==> src/rtl/toaplan1_pkg.sv <==
// Shared types and constants for the tile layer CPU port.
package toaplan1_pkg;

  typedef enum logic [1:0] {
    ST_IDLE = 2'd0,
    ST_REQ  = 2'd1,
    ST_DONE = 2'd2
  } port_state_e;

  localparam int unsigned SCROLL_REGS = 8;

  localparam logic ATTR_WORD = 1'b0;
  localparam logic NUM_WORD  = 1'b1;

  // Replace the bytes of old_val selected by be = {upper, lower} with new_val.
  function automatic logic [15:0] byte_merge(input logic [15:0] old_val,
                                             input logic [15:0] new_val,
                                             input logic [1:0]  be);
    logic [15:0] r;
    r = old_val;
    if (be[1]) r[15:8] = new_val[15:8];
    if (be[0]) r[7:0]  = new_val[7:0];
    return r;
  endfunction

endpackage

==> src/rtl/tile_vram_port_scroll_regfile.sv <==
// Eight 16-bit byte-writable scroll registers with an indexed read port.
module scroll_regfile
  import toaplan1_pkg::*;
(
  input  logic                        clk,
  input  logic                        rst,
  input  logic                        we,
  input  logic [2:0]                  idx,
  input  logic [1:0]                  be,
  input  logic [15:0]                 wdata,
  output logic [15:0]                 rdata,
  output logic [16*SCROLL_REGS-1:0]   regs_flat
);

  logic [15:0] regs [SCROLL_REGS];

  // Register bank: cleared on reset, byte-merged write of the indexed entry.
  always_ff @(posedge clk or posedge rst) begin
    if (rst) begin
      for (int unsigned i = 0; i < SCROLL_REGS; i++) regs[i] <= '0;
    end else if (we) begin
      regs[idx] <= byte_merge(regs[idx], wdata, be);
    end
  end

  assign rdata = regs[idx];

  // Flatten the bank so register n sits at bits [16n+15:16n].
  always_comb begin
    regs_flat = '0;
    for (int unsigned i = 0; i < SCROLL_REGS; i++) regs_flat[16*i +: 16] = regs[i];
  end

endmodule

==> src/rtl/tile_vram_port.sv <==
// 68K access port for the tile layer: offset pointer, scroll registers and
// request/acknowledge access to the shared tile VRAM, with DTACK generation.
module tile_vram_port
  import toaplan1_pkg::*;
#(
  parameter int unsigned OFS_W    = 14,
  parameter bit          AUTO_INC = 1'b1
) (
  input  logic               clk_sys,
  input  logic               reset,
  input  logic [3:0]         cpu_a,
  input  logic [15:0]        cpu_din,
  input  logic               cpu_rw,
  input  logic               cpu_uds_n,
  input  logic               cpu_lds_n,
  input  logic               cpu_as_n,
  input  logic               tile_ofs_cs,
  input  logic               tile_attr_cs,
  input  logic               tile_num_cs,
  input  logic               scroll_cs,
  output logic [15:0]        cpu_dout,
  output logic               cpu_dtack_n,
  output logic [OFS_W:0]     vram_addr,
  output logic [15:0]        vram_din,
  output logic [1:0]         vram_we,
  output logic               vram_req,
  input  logic               vram_ack,
  input  logic [15:0]        vram_dout,
  output logic [127:0]       scroll_regs
);

  port_state_e      state, state_nx;
  logic [OFS_W-1:0] offset;
  logic             acc_num;
  logic             acc_read;
  logic [15:0]      ofs_ext;
  logic [15:0]      ofs_wr;
  logic [15:0]      scroll_rdata;
  logic [1:0]       be;
  logic             start;
  logic             sel_ofs, sel_attr, sel_num, sel_scroll;
  logic             scroll_we;
  logic             unused_ok;

  assign be        = {~cpu_uds_n, ~cpu_lds_n};
  assign unused_ok = ^{cpu_a[0], ofs_wr};

  // Select decode with fixed priority ofs > attr > num > scroll, only in IDLE.
  always_comb begin
    start      = (state == ST_IDLE) && !cpu_as_n;
    sel_ofs    = start && tile_ofs_cs;
    sel_attr   = start && !tile_ofs_cs && tile_attr_cs;
    sel_num    = start && !tile_ofs_cs && !tile_attr_cs && tile_num_cs;
    sel_scroll = start && !tile_ofs_cs && !tile_attr_cs && !tile_num_cs && scroll_cs;
    scroll_we  = sel_scroll && !cpu_rw;
  end

  // Offset widened to bus width for reads and byte-merged writes.
  always_comb begin
    ofs_ext              = '0;
    ofs_ext[OFS_W-1:0]   = offset;
    ofs_wr               = byte_merge(ofs_ext, cpu_din, be);
  end

  scroll_regfile u_scroll (
    .clk       (clk_sys),
    .rst       (reset),
    .we        (scroll_we),
    .idx       (cpu_a[3:1]),
    .be        (be),
    .wdata     (cpu_din),
    .rdata     (scroll_rdata),
    .regs_flat (scroll_regs)
  );

  // FSM state register.
  always_ff @(posedge clk_sys or posedge reset) begin
    if (reset) state <= ST_IDLE;
    else       state <= state_nx;
  end

  // Next-state logic; DONE waits for AS to rise so one bus cycle executes once.
  always_comb begin
    state_nx = state;
    unique case (state)
      ST_IDLE: begin
        if (sel_ofs || sel_scroll)    state_nx = ST_DONE;
        else if (sel_attr || sel_num) state_nx = ST_REQ;
      end
      ST_REQ:  if (vram_ack) state_nx = ST_DONE;
      ST_DONE: if (cpu_as_n) state_nx = ST_IDLE;
      default: state_nx = ST_IDLE;
    endcase
  end

  assign cpu_dtack_n = (state != ST_DONE);

  // Datapath: register accesses, VRAM request latching and completion.
  always_ff @(posedge clk_sys or posedge reset) begin
    if (reset) begin
      offset    <= '0;
      cpu_dout  <= '0;
      vram_addr <= '0;
      vram_din  <= '0;
      vram_we   <= '0;
      vram_req  <= 1'b0;
      acc_num   <= 1'b0;
      acc_read  <= 1'b0;
    end else begin
      if (sel_ofs) begin
        if (cpu_rw) cpu_dout <= ofs_ext;
        else        offset   <= ofs_wr[OFS_W-1:0];
      end
      if (sel_scroll && cpu_rw) cpu_dout <= scroll_rdata;
      if (sel_attr || sel_num) begin
        vram_addr <= {offset, (sel_num ? NUM_WORD : ATTR_WORD)};
        vram_din  <= cpu_din;
        vram_we   <= cpu_rw ? 2'b00 : be;
        vram_req  <= 1'b1;
        acc_num   <= sel_num;
        acc_read  <= cpu_rw;
      end
      if (state == ST_REQ && vram_ack) begin
        vram_req <= 1'b0;
        vram_we  <= '0;
        if (acc_read) cpu_dout <= vram_dout;
        if (acc_num && AUTO_INC) offset <= offset + OFS_W'(1);
      end
    end
  end

endmodule

==> config.mk <==
export PLATFORM = sky130hd
export DESIGN_NAME = tile_vram_port
export DESIGN_NICKNAME = d
export VERILOG_FILES = /design/src/rtl/toaplan1_pkg.sv /design/src/rtl/tile_vram_port_scroll_regfile.sv /design/src/rtl/tile_vram_port.sv
export SDC_FILE = /design/constraint.sdc
export NUM_CORES = 1
export LEC_CHECK = 0
export BUFFER_PORTS_ARGS = -buffer_cell sky130_fd_sc_hd__buf_4
export CAP_MARGIN = 10
export CORE_MARGIN = 2
export CORE_UTILIZATION = 58
export DETAILED_ROUTE_END_ITERATION = 12
export PLACE_DENSITY = 0.93
export SLEW_MARGIN = 10
export SYNTH_ARGS = -nofsm -noshare
export SYNTH_HDL_FRONTEND = slang
export SYNTH_HIERARCHICAL = 1
export SYNTH_SLANG_ARGS = --single-unit
export TNS_END_PERCENT = 30
==> constraint.sdc <==
create_clock -name clk_sys -period 10.91 [get_ports clk_sys]
set_input_delay 0.5455 -clock clk_sys [delete_from_list [all_inputs] [get_ports clk_sys]]
set_output_delay 0.5455 -clock clk_sys [all_outputs]
set_load 0.005 [all_outputs]
[Word-level counts from Yosys, hierarchy flattened]
Index checks and enable logic that the tools add are counted.
Storage, ports and cells
  register bits: 196
  input bits: 47
Cells by class
  mux-type cells: 32
  magnitude comparators: 2
  add/subtract/negate cells: 1
  reductions and logical operators: 22
  bitwise logic cells: 3
  eq/ne operators: 6
Operators with widths (count)
  bitwise mux 128 bit: 1
  2-to-1 mux 16 bit: 8
  2-to-1 mux 14 bit: 4
  binary-select mux 16 bit (select 3 bit): 1
  demux 16 bit (select 3 bit): 1
  2-to-1 mux 8 bit: 5
  adder 14 x 1 -> 14 bit, second input constant: 1
  2-to-1 mux 2 bit: 7
  logical AND 1 bit: 12
  2-to-1 mux 6 bit: 1
  inequality test 2 bit, second input constant: 3
  case mux 2 bit (3 select lines): 1
  zero test 1 bit: 5
  >= comparator 4 bit, second input constant: 1
  < comparator 4 x 1 -> 1 bit, second input constant: 1
  inverter 3 -> 4 bit: 1
  2-to-1 mux 1 bit: 3
  inequality test 3 x 1 -> 1 bit, second input constant: 1
  AND reduction 3 bit: 1
  equality test 2 x 1 -> 1 bit, second input constant: 1
  equality test 2 bit, second input constant: 1
  zero test 2 bit: 1
  logical OR 1 bit: 2
  inverter 1 bit: 2
  nonzero test 2 bit: 1

[Longest topological paths before layout]
Gate-level depths: netlist of run 1.
  word-level depth: 10
  depth in mapped cells: 9

[Hierarchy]
The synthesis of run 1 kept the hierarchy.
Modules (own cells, without submodules)
  scroll_regfile: instances 1, seq. area each 3203.1 sq um, area each 6333.6 sq um, cells each 636
  tile_vram_port: instances 1, seq. area each 1676.6 sq um, area each 3248.1 sq um, cells each 303

[Least setup slack after synthesis of run 1]
Ideal clock, no wire load.
  path type: register -> register
  from: reg state[0]
  to: reg u_scroll.regs, in the netlist u_scroll/regs_flat[57]
  setup time: 145 ps
  stages on the path, launching flop included: 10
  required time: 10765 ps
  period minus slack after synthesis: 2045 ps
  slack: 8865 ps
  data arrival time: 1900 ps
  cell sequence: dfrtp_1 buf_2 nor4_4 nand3_1 nor2_1 nor2b_1 nand3_1 clkbuf_1 nand2_1 o21ai_0
On the way
  longest elaborated chain between the ends: 7
Ends and longest elaborated chain
  start: declaration: line tile_vram_port.sv:32  | port_state_e state, state_nx;
  start signal: assignment: line tile_vram_port.sv:79  | else state <= state_nx;
  zero test 2 bit: line tile_vram_port.sv:50  | start = (state == ST_IDLE) && !cpu_as_n;
  logical AND 1 bit: line tile_vram_port.sv:50
  logical AND 1 bit (4 in a row): line tile_vram_port.sv:54  | sel_scroll = start && !tile_ofs_cs && !tile_attr_cs && !tile_num_cs && scroll_cs;
  logical AND 1 bit: line tile_vram_port.sv:55  | scroll_we = sel_scroll && !cpu_rw;
  net scroll_we: line tile_vram_port.sv:42  | logic scroll_we;
  end signal: indexed assignment: line tile_vram_port_scroll_regfile.sv:22  | regs[idx] <= byte_merge(regs[idx], wdata, be);
  end: declaration: line tile_vram_port_scroll_regfile.sv:15  | logic [15:0] regs [SCROLL_REGS];
The timed path passes the listed nets, and every way through them passes these cells.
A chain may end at the register's enable or synchronous reset.

[Final worst setup path of run 1]
  from: reg state[1]
  to: reg u_scroll.regs, in the netlist u_scroll/regs_flat[59]
Same word-level chain as after synthesis.

==> results.md, run 1 <==
| Item | Value | Unit |
|:---|:---|:---|
| #FFs+latches synth | 195 | - |
| DIE WIDTH | 133 | um |
| Most common library cell in the layout ignoring fill and taps | buf_4 | - |
| CORE AREA | 16000 | sq um |
| Endpoint kind of the worst setup timing path | flip-flop | - |
| GRT Residual Overflow | 0 | - |
| Initial antenna violation count | 1 | - |
| Drt wl/cell | 22.9 | um |
| Power after layout | 2010 | uW |
| CP Data Required Time | 11.23 | ns |
| Count of pins on the block boundary | 226 | - |
| Insertion delay to the later sink of the worst-skew pair | 0.44 | ns |
| Final hold violation count | 0 | - |
| Post-synth design cell area | 9580 | sq um |
| Number of buffers created by CTS | 17 | - |
| Clock Sinks | 195 | - |
| Antenna diodes | 0 | - |
| Final period util | 30.6 | % |
| RSZ-0062 raised after global routing | false | - |
| Critical path's most frequent cell | nand3_1 | - |
| Switch share | 28.7 | % |
| Leakage power summed over all cells | 0.00550 | uW |
| Seq pwr share | 46.9 | % |
| Worst hold path type | primary input to asynchronous set/reset pin | - |
| H-tree levels | 4 | - |
| Arrival @ worst endpoint | 3.66 | ns |
| Mean cell area of the mapped netlist | 10.2 | sq um |
| Aggregate negative setup slack | 0 | ns |
| Worst Setup Slack, final | 7.57 | ns |
| Synth warn | 6 | - |
| Maximum buffer depth of the clock tree | 2 | - |
| # DRC | 0 | - |
| Sum of routed wire length over all layers | 30.9 | mm |
| Internal Dissipation | 1430 | uW |
| Resize count post-CTS | 0 | - |
| Clk_skew | 0.00906 | ns |
| Area growth from synthesis to final layout | 23.3 | % |
| Startpoint class of the critical path | flip-flop | - |
| Max Slew Vio Count | 0 | - |
| Number of design-rule violations left by the first detailed-router iteration | 1222 | - |
| Clock period minus final worst setup slack | 3.34 | ns |
| Number of detailed-route iterations in the first pass | 5 | - |
| Synth unique cells | 59 | - |
| Post-synth EDFFs | 0 | - |
| Global placement routability congestion | 0.923 | - |
| Biggest area consumer among synthesized cells | dfrtp_1 | - |
| Primary flip-flop cell chosen by synthesis mapping | dfrtp_1 | - |
| Critical Path Max Stage Delay | 0.86 | ns |
| Relative max-transition margin | 13.6 | % |
| Synthesized Nets | 987 | - |
| Cell at the slowest stage of the critical path | nand3_1 | - |
| Buffers inserted during post-CTS setup optimization | 0 | - |
| Final design utilization | 73.9 | % |
| Count of buffers from port buffering | 224 | - |
| Wire length of the first global-routing pass | 47.4 | mm |
| Proportion of netlist area held by the largest area contributor | 50.9 | % |
| Pre-CTS WS | 7.51 | ns |
| Final #Nets | 1168 | - |
| Power spent charging and discharging nets | 576 | uW |
| Root buf cell | clkbuf_16 | - |
| Power density of the placed cells | 170 | nW/um^2 |
| Total via count after detailed routing | 8668 | - |
| Share of flip-flops with an asynchronous set or reset after synthesis | 100 | % |
| Fraction of final layout cells sized beyond drive strength 1 | 29.7 | % |
| Proportion of power drawn by combinational gates | 21.2 | % |
| Actual slew at the worst max-slew pin | 1.29 | ns |
| Die footprint | 17600 | sq um |
| Crit-path max FO | 32 | - |
| Final-report setup violation count | 0 | - |
| Synth area leaders | dfrtp_1 (51%), o21ai_0 (7.0%), nand2_1 (6.5%) | - |
| Highest clock rate | 0.299 | GHz |
| Max-cap violation count | 0 | - |
| Placement row count | 46 | - |
| Most frequent cells in the layout | buf_4 (227), dfrtp_1 (195), nand2_1 (167) | - |
| Clock slew seen by the registers of the worst setup and hold paths | 0.07 | ns |
| TritonCTS clock tree | yes | - |
| Classification of the worst setup path | flip-flop to flip-flop | - |
| Sequential fraction of the synthesis area | 50.9 | % |
| Avg Vias per Cell | 6.43 | - |
| Run status | complete, no violations | - |
| Cell breakdown of the critical path | nor4_4 > nand3_1 > nor2_1 > nor2b_1 > nand3_1 > o21ai_0 | - |
| Die height | 133 | um |
| Antenna-violating nets left | 0 | - |
| HPWL reported at the end of detailed placement | 21.5 | mm |
| Clk network pwr share | 31.9 | % |
| Global routing usage summed across all routing layers | 35.0 | % |
| Starting density of the core | 59.9 | % |
| Maximum number of pins on one net before global-route repair | 87 | - |
| # hold bufs at CTS | 0 | - |
| Number of instances in the synthesized netlist | 939 | - |
| Maximum resistive drop on vdd | 0.000121 | V |
| Number of global-route vias before repair | 8351 | - |
synth_stat cells (2+ instances only):
cell type  count
a21oi_1       16
or3b_2         6
nor2_1        29
o21bai_1       2
mux2_2        31
nand4_1        5
o41ai_2        3
o32ai_1        4
buf_6          5
nand2_2        2
buf_4         14
nor4_1         4
a21oi_2        6
nand2b_1      19
clkbuf_1      35
or3_1         16
buf_2          9
and4_1         2
o21ai_1       20
a221o_1        2
o21a_1         2
or2_2          2
nand3_1       19
o21ai_0      134
a221oi_2       2
dfrtp_1      195
o2bb2ai_1     11
nor3_1         5
o221a_2        6
nor2b_1       16
nand2_1      167
a211oi_1      24
o22ai_1        6
clkbuf_2       2
a21boi_0       7
and3_1        16
o31ai_1       12
mux2i_1       40
inv_1         12
o41ai_4       12
cell families (layout without fill, tap and decap cells):
family	Yosys count	count (layout)	share of synthesized area, %
AO/OA/AOI/OAI	275	275	20.8
AND/OR/NAND/NOR	319	319	16.2
flip-flops	195	195	50.9
multiplexers	71	71	7.82
adder cells (fa/ha/maj)	1	1	0.131
buffers and inverters	78	271	4.14
metrics by stage:
| stage | cells | area [sq um] | hold WS, ns |
|---|---|---|---|
| CTS | 1348 | 11800 | 0.175 |
| detailed placement | 1317 | 11200 | 0.493 |
| finish | 1348 | 11800 | 0.171 |
| floorplan | 939 | 9580 | 0.486 |
| global route | 1348 | 11800 | 0.208 |
| global placement | 1317 | 11200 | 0.476 |
power groups by stage:
stage | registers (uW) | clock network [uW] | logic, uW
CTS | 937 | 642 | 424
global route | 954 | 670 | 458
floorplan | 925 | 0 | 210
finish | 943 | 640 | 426
detailed placement | 949 | 0 | 420
global placement | 942 | 0 | 403
sequential cells by signal, indices dropped and copies added, names as in the netlist:
| name | flops |
|---|---|
| vram_din | 16 |
| cpu_dout | 16 |
| state | 2 |
| vram_req | 1 |
| vram_addr | 15 |
| offset | 14 |
| acc_read | 1 |
| vram_we | 2 |
| u_scroll/regs_flat | 128 |
routing by layer:
| layer | routed length, um | track usage (%) | share of wire (%) | vias to the layer above |
|---|---|---|---|---|
| met5 | 12 | 0 | 0.039 | - |
| met2 | 14600 | 55.1 | 47 | 631 |
| met1 | 11100 | 44.5 | 36 | 4196 |
| met4 | 1670 | 18.8 | 5.4 | 2 |
| met3 | 3510 | 9.35 | 11 | 115 |
| li1 | - | - | - | 3724 |
area by class of cell:
| cell class | count | area [sq um] |
|---|---|---|
| clock inverters | 7 | 97.6 |
| well taps | 216 | 270 |
| fillers | 1103 | 4180 |
| repair buffers | 227 | 1700 |
| flip-flops and latches | 195 | 4880 |
| clock buffers | 24 | 502 |
| multi-input cells | 666 | 4310 |
| inverters | 13 | 51.3 |
worst paths after layout:
kind	from	endpoint	slack, ns	cells after the start
hold reg to reg	u_scroll/regs_flat[20]	u_scroll/regs_flat[20]	0.50	2
hold / removal	reset	u_scroll/regs_flat[123]	0.17	2
setup / recovery	state[1]	u_scroll/regs_flat[59]	7.57	6
min in group clk_sys	tile_attr_cs	vram_addr[0]	0.28	2
setup reg to reg	state[1]	u_scroll/regs_flat[59]	7.57	6
max in group asynchronous	reset	u_scroll/regs_flat[78]	9.26	3
worst max-delay path, delay by kind of cell, from the launching register on:
family          cells  cell delay (ns)
simple gates        5             2.17
compound gates      1             0.54
flops               1             0.50
(Power assumes the default switching activity.)
==> inputs of run 2 (changes only) <==
--- a/config.mk
+++ b/config.mk
@@ -8,9 +8,9 @@
 export BUFFER_PORTS_ARGS = -buffer_cell sky130_fd_sc_hd__buf_4
 export CAP_MARGIN = 10
 export CORE_MARGIN = 2
-export CORE_UTILIZATION = 58
+export CORE_UTILIZATION = 49
 export DETAILED_ROUTE_END_ITERATION = 12
-export PLACE_DENSITY = 0.93
+export PLACE_DENSITY = 0.85
 export SLEW_MARGIN = 10
 export SYNTH_ARGS = -nofsm -noshare
 export SYNTH_HDL_FRONTEND = slang
==> constraint.sdc (replaced) <==
create_clock -name clk_sys -period 2.85 [get_ports clk_sys]
set_input_delay 0.1425 -clock clk_sys [delete_from_list [all_inputs] [get_ports clk_sys]]
set_output_delay 0.1425 -clock clk_sys [all_outputs]
set_load 0.005 [all_outputs]
==> run 2 against run 1 <==
Net effect:
- core utilization shrank 9.4 points
- sequential power grew to 3.8 times the previous value
- count of clock-buffer cells in the layout shrank 4
- largest power group unchanged
- non-clock buffer count grew 57
- maximum frequency grew 28%
- via count grew 0.68%
- die area grew 18%
- hold slack lost 0.16 ns
- clock skew grew 0.0055 ns
- critical path depth grew 2
- first-iteration DRC count shrank 16%
- routed wire length grew 3.0%
==> results.md, run 2 (synthesized netlist as in run 1, its figures left out) <==
| Item | Value | Unit | vs previous |
|:---|:---|:---|:---|
| Run status | complete, no violations | - |  |
| Wire length of the first global-routing pass | 47.5 | mm | +0.22% |
| Buffers inserted during post-CTS setup optimization | 0 | - | unchanged |
| Actual slew at the worst max-slew pin | 0.886 | ns | -0.404 ns |
| # hold bufs at CTS | 31 | - | +31 |
| Max Slew Vio Count | 0 | - | unchanged |
| Aggregate negative setup slack | 0 | ns | unchanged |
| Avg Vias per Cell | 5.99 | - | -6.8% |
| Reg-to-Reg End | u_scroll/regs_flat[6] | - |  |
| Clock period minus final worst setup slack | 2.60 | ns | -0.739 ns |
| Endpoint kind of the worst setup timing path | flip-flop | - |  |
| Worst Setup SP | state[1] | - |  |
| Setup slack of the most critical reg-to-reg path | 0.25 | ns | -7.32 ns |
| Final period util | 91.4 | % | +61 points |
| Number of flip-flops in the largest register | 128 | - | unchanged |
| DIE WIDTH | 144 | um | +8.5% |
| Hold slack final | 0.00746 | ns | -0.164 ns |
| Number of cells on the critical path | 8 | - | +2 |
| Worst hold path type | primary input to flip-flop | - |  |
| Critical path's most frequent cell | nand2_1 | - |  |
| Most common library cell in the layout ignoring fill and taps | buf_4 | - |  |
| Global placement routability congestion | 0.905 | - | -1.9% |
| Highest clock rate | 0.384 | GHz | +28% |
| Placement row count | 51 | - | +11% |
| Max-cap violation count | 0 | - | unchanged |
| H-tree levels | 4 | - | unchanged |
| Count of buffers from port buffering | 224 | - | unchanged |
| Power after layout | 8000 | uW | +300% |
| Number of design-rule violations left by the first detailed-router iteration | 1026 | - | -16% |
| Maximum resistive drop on vdd | 0.000465 | V | +280% |
| GRT Residual Overflow | 0 | - | unchanged |
| Drt wl/cell | 21.9 | um | -4.7% |
| Die footprint | 20700 | sq um | +18% |
| Number of buffers created by CTS | 17 | - | unchanged |
| Die height | 144 | um | +8.5% |
| Cell at the slowest stage of the critical path | dfrtp_1 | - |  |
| Final #Nets | 1225 | - | +4.9% |
| Root buf cell | clkbuf_16 | - |  |
| Leakage power summed over all cells | 0.00579 | uW | +5.1% |
| Total via count after detailed routing | 8727 | - | +0.68% |
| Clock Sinks | 195 | - | unchanged |
| Number of buffer and inverter stages on the critical path | 1 | - | +1 |
| Startpoint class of the critical path | flip-flop | - |  |
| Proportion of power drawn by combinational gates | 21.1 | % | about the same |
| Cell breakdown of the critical path | nor4_4 > nand3_1 > nor2_1 > nor2b_1 > nand2_1 > buf_4 > nand2_1 > o21ai_0 | - |  |
| Count of pins on the block boundary | 226 | - | unchanged |
| Maximum number of pins on one net before global-route repair | 66 | - | -24% |
| HPWL reported at the end of detailed placement | 22.6 | mm | +5.3% |
| Starting density of the core | 49.6 | % | -10 points |
| Initial antenna violation count | 1 | - | unchanged |
| Resize count post-CTS | 0 | - | unchanged |
| Clock slew seen by the registers of the worst setup and hold paths | 0.07 | ns | about the same |
| Critical Path Max Stage Delay | 0.49 | ns | -0.37 ns |
| Clk_skew | 0.0145 | ns | +0.00547 ns |
| Internal Dissipation | 5730 | uW | +300% |
| # DRC | 0 | - | unchanged |
| CP Data Required Time | 3.14 | ns | -8.09 ns |
| Arrival @ worst endpoint | 2.89 | ns | -0.77 ns |
| Cell count of the worst reg-to-reg path | 8 | - | +2 |
| Maximum buffer depth of the clock tree | 2 | - | unchanged |
| Clk network pwr share | 33.9 | % | +2.0 points |
| Classification of the worst setup path | flip-flop to flip-flop | - |  |
| Insertion delay to the later sink of the worst-skew pair | 0.45 | ns | about the same |
| Final hold violation count | 0 | - | unchanged |
| RSZ-0062 raised after global routing | false | - |  |
| Power spent charging and discharging nets | 2270 | uW | +290% |
| Switch share | 28.4 | % | -0.31 points |
| Area growth from synthesis to final layout | 30.1 | % |  |
| Final-report setup violation count | 0 | - | unchanged |
| Seq pwr share | 44.9 | % | -2.0 points |
| Fraction of final layout cells sized beyond drive strength 1 | 30.3 | % | +0.65 points |
| Sum of routed wire length over all layers | 31.8 | mm | +3.0% |
| CORE AREA | 19300 | sq um | +21% |
| Most frequent cells in the layout | buf_4 (251), dfrtp_1 (195), nand2_1 (167) | - |  |
| Relative max-transition margin | 40.8 | % | +27 points |
| Crit Reg-Reg Startpoint | state[1] | - |  |
| Worst setup endpoint | u_scroll/regs_flat[6] | - |  |
| Global routing usage summed across all routing layers | 30.9 | % | -4.1 points |
| Antenna-violating nets left | 0 | - | unchanged |
| TritonCTS clock tree | yes | - |  |
| Number of global-route vias before repair | 8279 | - | -0.86% |
| Crit-path max FO | 24 | - | -25% |
| Dominant delay contributor by cell family on the critical path | simple AND/OR/NAND/NOR gates | - |  |
| Number of detailed-route iterations in the first pass | 6 | - | +1 |
| Power density of the placed cells | 642 | nW/um^2 | +280% |
run 2: layout make-up:
cell class	instances	area (sq um)
Antenna cell	1	2.50
Clock buffer	20	447
Clock inverter	12	218
Fill cell	1497	6870
Inverter	13	52.6
Multi-Input combinational cell	666	4310
Sequential cell	195	4880
Tap cell	265	332
Timing Repair Buffer	284	2220
run 2: worst min-delay path by stage:
stage / from / endpoint / slack (ns) / cells after the start
4_1_cts: cpu_din[9] / vram_din[9] / 0.0006 / 2
3_5_place_dp: reset / offset[1] / 0.26 / 3
2_1_floorplan: tile_attr_cs / vram_addr[0] / 0.23 / 1
3_3_place_gp: reset / offset[1] / 0.26 / 3
6_report: cpu_din[8] / vram_din[8] / 0.007 / 2
5_1_grt: cpu_din[8] / vram_din[8] / 0.003 / 2
run 2: metrics by stage:
stage          setup WS (ns)  instance area (sq um)  utilization (%)  std cells
2_1_floorplan          0.805                   9590                -        939
3_3_place_gp           0.459                  11500             59.4       1391
3_5_place_dp           0.324                  11500             59.4       1391
4_1_cts                0.288                  12500             64.4       1454
5_1_grt               0.0474                  12500             64.4       1455
6_report               0.246                  12500             64.5       1456
run 2: metal layers:
layer	GRT usage [%]	up-vias	share of wire [%]
met4	14.7	0	4.7
met2	48.8	490	47
li1	-	3855	-
met5	0	-	0
met3	7.93	96	10
met1	39.9	4286	38
run 2: power by group through the flow:
stage | clock [uW] | sequential [uW] | combinational, uW
3_5_place_dp | 0 | 3630 | 1620
4_1_cts | 2730 | 3580 | 1670
2_1_floorplan | 0 | 3540 | 806
6_report | 2720 | 3600 | 1690
3_3_place_gp | 0 | 3610 | 1570
5_1_grt | 2840 | 3650 | 1820
